[config.mk]
export PLATFORM = sky130hd
export DESIGN_NAME = btn_debounce_ctrl
export DESIGN_NICKNAME = d
export VERILOG_FILES = /design/src/rtl/btn_debounce_ctrl.sv
export SDC_FILE = /design/constraint.sdc
export NUM_CORES = 1
export LEC_CHECK = 0
export BUFFER_PORTS_ARGS = -buffer_cell sky130_fd_sc_hd__buf_2
export CORE_ASPECT_RATIO = 0.6
export CORE_MARGIN = 5
export CORE_UTILIZATION = 55
export CTS_BUF_LIST = sky130_fd_sc_hd__clkbuf_8
export CTS_CLUSTER_SIZE = 10
export DETAILED_ROUTE_END_ITERATION = 7
export GPL_ROUTABILITY_DRIVEN = 0
export GPL_TIMING_DRIVEN = 0
export PLACE_DENSITY = 0.88
export RECOVER_POWER = 50
export SYNTH_ARGS = -nofsm -noshare
export SYNTH_HDL_FRONTEND = slang
export SYNTH_SLANG_ARGS = --single-unit
[constraint.sdc]
create_clock -name clk_from_bg -period 2.1 [get_ports clk_from_bg]
set_input_delay 0.21 -clock clk_from_bg [delete_from_list [all_inputs] [get_ports clk_from_bg]]
set_output_delay 0.21 -clock clk_from_bg [all_outputs]
set_load 0.05 [all_outputs]
[src/rtl/btn_debounce_ctrl.sv]
// btn_debounce_ctrl: synchronised, debounced push buttons with
// sticky write-1-to-clear press flags and a maskable level interrupt.
module btn_debounce_ctrl #(
  parameter int N_BTN      = 5,
  parameter int DEB_CYCLES = 100000,
  parameter int CNT_W      = $clog2(DEB_CYCLES+1)
) (
  input  logic             clk_from_bg,
  input  logic             rst_n_from_bg,
  input  logic [N_BTN-1:0] btn_from_soc,
  input  logic [31:0]      addr_from_bg,
  input  logic             we_from_bg,
  input  logic [31:0]      wdata_from_bg,
  output logic [31:0]      rdata_to_bg,
  output logic             irq_to_soc
);

  localparam logic [CNT_W-1:0] CNT_MAX = CNT_W'(DEB_CYCLES-1);

  logic [N_BTN-1:0] sync1;
  logic [N_BTN-1:0] sync2;
  logic [N_BTN-1:0] stable;
  logic [N_BTN-1:0] stable_nxt;
  logic [N_BTN-1:0] press;
  logic [N_BTN-1:0] press_nxt;
  logic [N_BTN-1:0] irq_en;
  logic [N_BTN-1:0] irq_en_nxt;
  logic [N_BTN-1:0] clr;
  logic [CNT_W-1:0] cnt     [N_BTN];
  logic [CNT_W-1:0] cnt_nxt [N_BTN];
  logic             wr_press;
  logic             wr_en;
  logic             unused_bits;

  assign wr_press = we_from_bg & (addr_from_bg[3:2] == 2'd1);
  assign wr_en    = we_from_bg & (addr_from_bg[3:2] == 2'd2);

  // Any bounce back to the stable value restarts the count from zero.
  always_comb begin
    stable_nxt = stable;
    for (int i = 0; i < N_BTN; i++) begin
      cnt_nxt[i] = cnt[i] + CNT_W'(1);
      if (sync2[i] == stable[i]) begin
        cnt_nxt[i] = '0;
      end else if (cnt[i] == CNT_MAX) begin
        stable_nxt[i] = sync2[i];
        cnt_nxt[i]    = '0;
      end
    end
  end

  // A new rising edge wins over a simultaneous W1C on the same bit.
  assign clr        = wr_press ? wdata_from_bg[N_BTN-1:0] : '0;
  assign press_nxt  = (press & ~clr) | (stable_nxt & ~stable);
  assign irq_en_nxt = wr_en ? wdata_from_bg[N_BTN-1:0] : irq_en;

  always_ff @(posedge clk_from_bg or negedge rst_n_from_bg) begin
    if (!rst_n_from_bg) begin
      sync1      <= '0;
      sync2      <= '0;
      stable     <= '0;
      press      <= '0;
      irq_en     <= '0;
      irq_to_soc <= 1'b0;
      for (int i = 0; i < N_BTN; i++) cnt[i] <= '0;
    end else begin
      sync1      <= btn_from_soc;
      sync2      <= sync1;
      stable     <= stable_nxt;
      press      <= press_nxt;
      irq_en     <= irq_en_nxt;
      irq_to_soc <= |(press_nxt & irq_en_nxt);
      for (int i = 0; i < N_BTN; i++) cnt[i] <= cnt_nxt[i];
    end
  end

  always_comb begin
    rdata_to_bg = '0;
    unique case (addr_from_bg[3:2])
      2'd0:    rdata_to_bg[N_BTN-1:0] = stable;
      2'd1:    rdata_to_bg[N_BTN-1:0] = press;
      2'd2:    rdata_to_bg[N_BTN-1:0] = irq_en;
      default: rdata_to_bg = '0;
    endcase
  end

  assign unused_bits = ^{addr_from_bg[31:4], addr_from_bg[1:0],
                         wdata_from_bg};

endmodule

### Yosys cells after proc, flatten, opt, wreduce, memory -nomap -nowiden

Index checks and enable logic that the tools add are counted.

| operators by class | value |
|---|---|
| eq/ne operators | 12 |
| $add $sub $neg | 5 |
| multiplexer cells | 23 |
| bitwise operators | 8 |
| reductions and logical operators | 2 |

Operator list:

| operator | count |
|---|---|
| 17-bit 2-to-1 mux | 10 |
| 17-bit by 1-bit adder with 17-bit output, second input constant | 5 |
| 17-bit == test, second input constant | 5 |
| 5-bit AND | 3 |
| 5-bit one-hot mux with 3 select lines | 1 |
| 1-bit 2-to-1 mux | 10 |
| 5-bit 2-to-1 mux | 2 |
| 5-bit inverter | 2 |
| 1-bit == test | 5 |
| 5-bit bitwise OR | 1 |
| 5-bit OR reduction | 1 |
| 1-bit AND | 2 |
| 2-bit by 1-bit == test with 1-bit output, second input constant | 1 |
| 2-bit == test, second input constant | 1 |
| 2-bit logical NOT | 1 |

| word-level totals | value |
|---|---|
| bits in registers | 111 |
| output and inout bits | 33 |
| logic and storage cells | 61 |

### Depth between registers and ports, before layout

| depth | value |
|---|---|
| depth in word-level cells | 8 |
| mapped depth | 8 |

### Least setup slack after synthesis

Ideal clock, no wire load.

| timing | value |
|---|---|
| kind | input -> output |
| start | input addr_from_bg[2] |
| end | output rdata_to_bg[0] |
| data required time | 1890 ps |
| stages | 3 |
| setup slack | 308 ps |
| arrival time | 1582 ps |
| cell sequence | buf_2 -> mux2i_1 -> o21ai_0 |

| between the ends | value |
|---|---|
| word-level cells in the longest chain between the ends | 2 |
| elaborated cells between the ends (all ways) | 4 |
| those cells by class | eq/ne: 2; mux: 1; reduce/logical: 1 |

Ends and longest elaborated chain:

| element | RTL line | text |
|---|---|---|
| from (decl) | 11 | `input logic [31:0] addr_from_bg,` |
| 2-bit == test (tied with other cells) | 79 | `unique case (addr_from_bg[3:2])` |
| 5-bit one-hot mux with 3 select lines * | 79 |  |
| to (decl) | 14 | `output logic [31:0] rdata_to_bg,` |

Every way passes the cells marked *; elsewhere a longest branch is shown, timed or not.

==> metrics.log <==
INFO  metric status = finished, final reports clean
INFO  metric synth_top_flop_cell = dfrtp_1
INFO  metric xor_xnor_share_of_the_synthesized_area = about an eighth
INFO  metric wl_met3 = about 380 um
INFO  metric routed-via-count = just under 4,000
INFO  metric final_layout_size_suffix_gt1_share = around 14%
INFO  metric cts_buffers = 9
INFO  metric drt-wirelength-per-cell = roughly 14 um
INFO  metric max_stage_delay = approximately 0.46 ns
INFO  metric finalWirelength = approximately 10,000 um
INFO  metric detailedPlacementHpwl = between 7000 and 8000 um
INFO  metric number_of_storage_elements_in_the_synthesis_netlist = approximately 110
INFO  metric layout_skew = between 0.01 and 0.015 ns
INFO  metric fin_crit = ~2 ns
INFO  metric power = approximately 4 mW
INFO  metric final.setup.worst_slack = approximately 0.083 ns
INFO  metric post_synth_inst_count = between 500 and 600
INFO  metric yosys.area_share.simple = a little under a quarter
INFO  metric synthAdderAreaFrac = 1.16%
INFO  metric setup.worst_path.start = cnt[56]
INFO  metric grtUsageTotal = between 10% and 20%
INFO  metric initial_antenna_violation_count = 0
INFO  metric min-delay-path-class = primary input to flip-flop
INFO  metric syn_avg_cell_area = between 10 and 15 um2
INFO  metric clock_tree.htree_level_count = 3
INFO  metric crit_arrival = between 2 and 2.5 ns
INFO  metric met2WireLength = slightly below 5000 um
INFO  metric max_cap_violations = 0
INFO  metric grt-ovfl-total = 0
INFO  metric crit_family = simple AND/OR/NAND/NOR gates
INFO  metric worstSetupPathType = flip-flop to flip-flop
INFO  metric cts_tree = done
INFO  metric largest_family_of_logic_cells_by_synthesized_area = simple AND/OR/NAND/NOR gates
INFO  metric cts-root-buf = clkbuf_8
INFO  metric timing.critical_path.fanout_max = 10
INFO  metric timing.hold.worst.start = wdata_from_bg[3]
INFO  metric cts_sinks = between 100 and 150
INFO  metric synth_warnings = 0
INFO  metric post_cts_setup_repair_buffer_count = 0
INFO  metric yosysSeqAreaShare = 51.3%
INFO  metric timing.critical_path.from_type = flip-flop
INFO  metric most_common_library_cell_in_the_layout_ignoring_fill_and_taps = dfrtp_1
INFO  metric crit_path_top_delay_cell = dfrtp_1
INFO  metric ys_async_sr_fraction = 100%
INFO  metric global_route_wire_length_before_repair = around 18,000 um
INFO  metric number_of_global_route_vias_before_repair = about 3,800
INFO  metric finalMaxSlewViolations = 0
INFO  metric final_setup_violation_count = 0
INFO  metric worst_slew_pin_slew = 1.01 ns
INFO  metric synth_enable_flop_cells = 0
INFO  metric routed_via_density = 5.17
INFO  metric maxUsedRoutingLayer = met4
INFO  metric area.growth.synth_to_final = 12.0%
INFO  metric i_o_pin_count = about 110
INFO  metric final_cell_mix = dfrtp_1, nor2_1, nand2_1
INFO  metric period_share = a little over nine tenths
INFO  metric synth-compound-area-share = between 3 and 4%
INFO  metric yosys-mux-area-fraction = ~2.2%
INFO  metric power_per_cell_area = between 600 and 700 nW/um2
INFO  metric insertedDiodeCount = 0
INFO  metric max_freq = around 500 MHz
INFO  metric dr.first_iter.drc_count = roughly 250
INFO  metric clk-insertion-delay-late = between 0.3 and 0.4 ns
INFO  metric buffer_ports.inserted = 19
INFO  metric cp-end-kind = flip-flop
INFO  metric critical_path_required = ~2.4 ns
INFO  metric reg2reg_from = cnt[56]
INFO  metric max-clock-path-buffers = 2
INFO  metric clk_pin_slew = roughly 0.1 ns
INFO  metric die-width = ~140 um
INFO  metric power_leakage = roughly 2.7 nW
INFO  metric path_cells = nand4bb_1 -> nor4_4 -> nand4_1 -> nand2_2 -> clkbuf_4 -> nor2_1
INFO  metric crit_buf_inv = 1
INFO  metric die_h = ~87 um
INFO  metric drt_drc_violations_left = 0
INFO  metric vdd_drop_max = 0.420 mV
INFO  metric timing.final.hold_violations = 0
INFO  metric placement_rows = 28
INFO  metric sum_neg_setup_slack = 0 ns
INFO  metric number_of_distinct_standard_cells_referenced_by_the_synthesized_netlist = 42
INFO  metric grt_start_max_net_pins = 72
INFO  metric dpl_worst_slack = -0.0463 ns
INFO  metric die_area = roughly 12,000 um2
INFO  metric finalNetCount = slightly below 700
INFO  metric start_util = between 50% and 60%
INFO  metric timing.max_slew.rel_slack = approximately 33%
INFO  metric router_iterations_before_antenna_repair = 4
INFO  metric floorplan.core_area = around 10000 um2
INFO  metric synth_area = 5410 um2
INFO  metric m1WireLength = 4850 um
INFO  metric drtAntennaViolNets = 0
-- flip-flops by register name (all words and copies together) (netlist names) --
register	flops
cnt	85
irq_en	5
sync2	5
press	5
stable	5
sync1	5
irq_to_soc	1
-- area by class of cell --
type	count	area [um2]
clock inverters	6	60.1
plain buffers	33	258
well taps	135	169
inverters	16	60.1
flip-flops and latches	111	2780
repair buffers	26	164
fillers	805	3670
clock buffers	10	138
multi-input cells	406	2440
-- per-stage QoR --
| stage | std cells | cell area [um2] | hold WS (ns) | utilization (%) |
|---|---|---|---|---|
| final | 743 | 6060 | 0.0977 | 62.3 |
| after global routing | 743 | 6060 | 0.0928 | 62.3 |
| after CTS | 743 | 6060 | 0.0954 | 62.3 |
| after detailed placement | 722 | 5800 | 0.234 | 59.6 |
| after global placement | 721 | 5770 | 0.319 | 59.3 |
| after floorplan | 567 | 5510 | -0.0856 | - |
-- cell families (layout without fill, tap and decap cells) --
kind of cell / after synthesis / in the layout
other cells: 1 / 27
xor+xnor: 75 / 75
simple gates: 254 / 254
compound gates: 34 / 34
buf+inv: 50 / 91
flops: 111 / 111
mux: 11 / 11
fa+ha+maj: 5 / 5
-- timing repair --
item | CTS | global route
endpoints found under the setup margin | 18 | 36
resized for setup | 1 | 7
hold buffers | 6 | 0
endpoints found under the hold margin | 45 | 0
-- metal layers --
layer  GRT usage, %  up-vias
met3           4.36       16
met1           25.1     1879
met2           28.9       58
met4           5.74        0
li1               -     1889
met5              0        -
-- cell usage after synthesis (2+ instances only) --
cell       count  share of area, %
nand4_1       14               1.6
and4_1         6              0.97
or3_1         12               1.4
nor3_1        14               1.3
xnor2_1       35               5.7
buf_4         28               3.9
inv_1         16               1.1
dfrtp_1      111                51
a21oi_1        5              0.46
and3_1         9               1.0
nand2b_1       6              0.69
mux2i_1        5              0.92
nor4b_1        4              0.65
or4_4          3              0.62
ha_1           5               1.2
nand2_1       44               3.1
nor4bb_1       4              0.74
nor2_1        90               6.2
xor2_1        40               6.5
o21ai_0       22               2.0
nand3_1       29               2.7
clkbuf_1       2              0.14
nand4bb_1      3              0.62
or2_2          4              0.46
buf_2          2              0.18
nor2b_1        4              0.46
nand3b_1       2              0.28
nor4_1         3              0.35
mux2_2         6               1.2
-- power breakdown --
part           internal (mW)  total (mW)  switching, mW
combinational          0.115       0.400          0.285
clock                  0.581        1.28          0.699
sequential              2.19        2.23         0.0425
total                   2.89        3.91           1.03
-- final timing paths --
path	end	slack, ns	cells after the start
max	cnt[58]	0.08	6
min	irq_en[3]	0.1	2
max reg2reg	cnt[58]	0.08	6
min reg2reg	sync2[1]	0.36	0
max in group asynchronous	cnt[3]	0.42	3
min in group asynchronous	cnt[33]	0.54	2
Power figures use the tool's default switching activity.
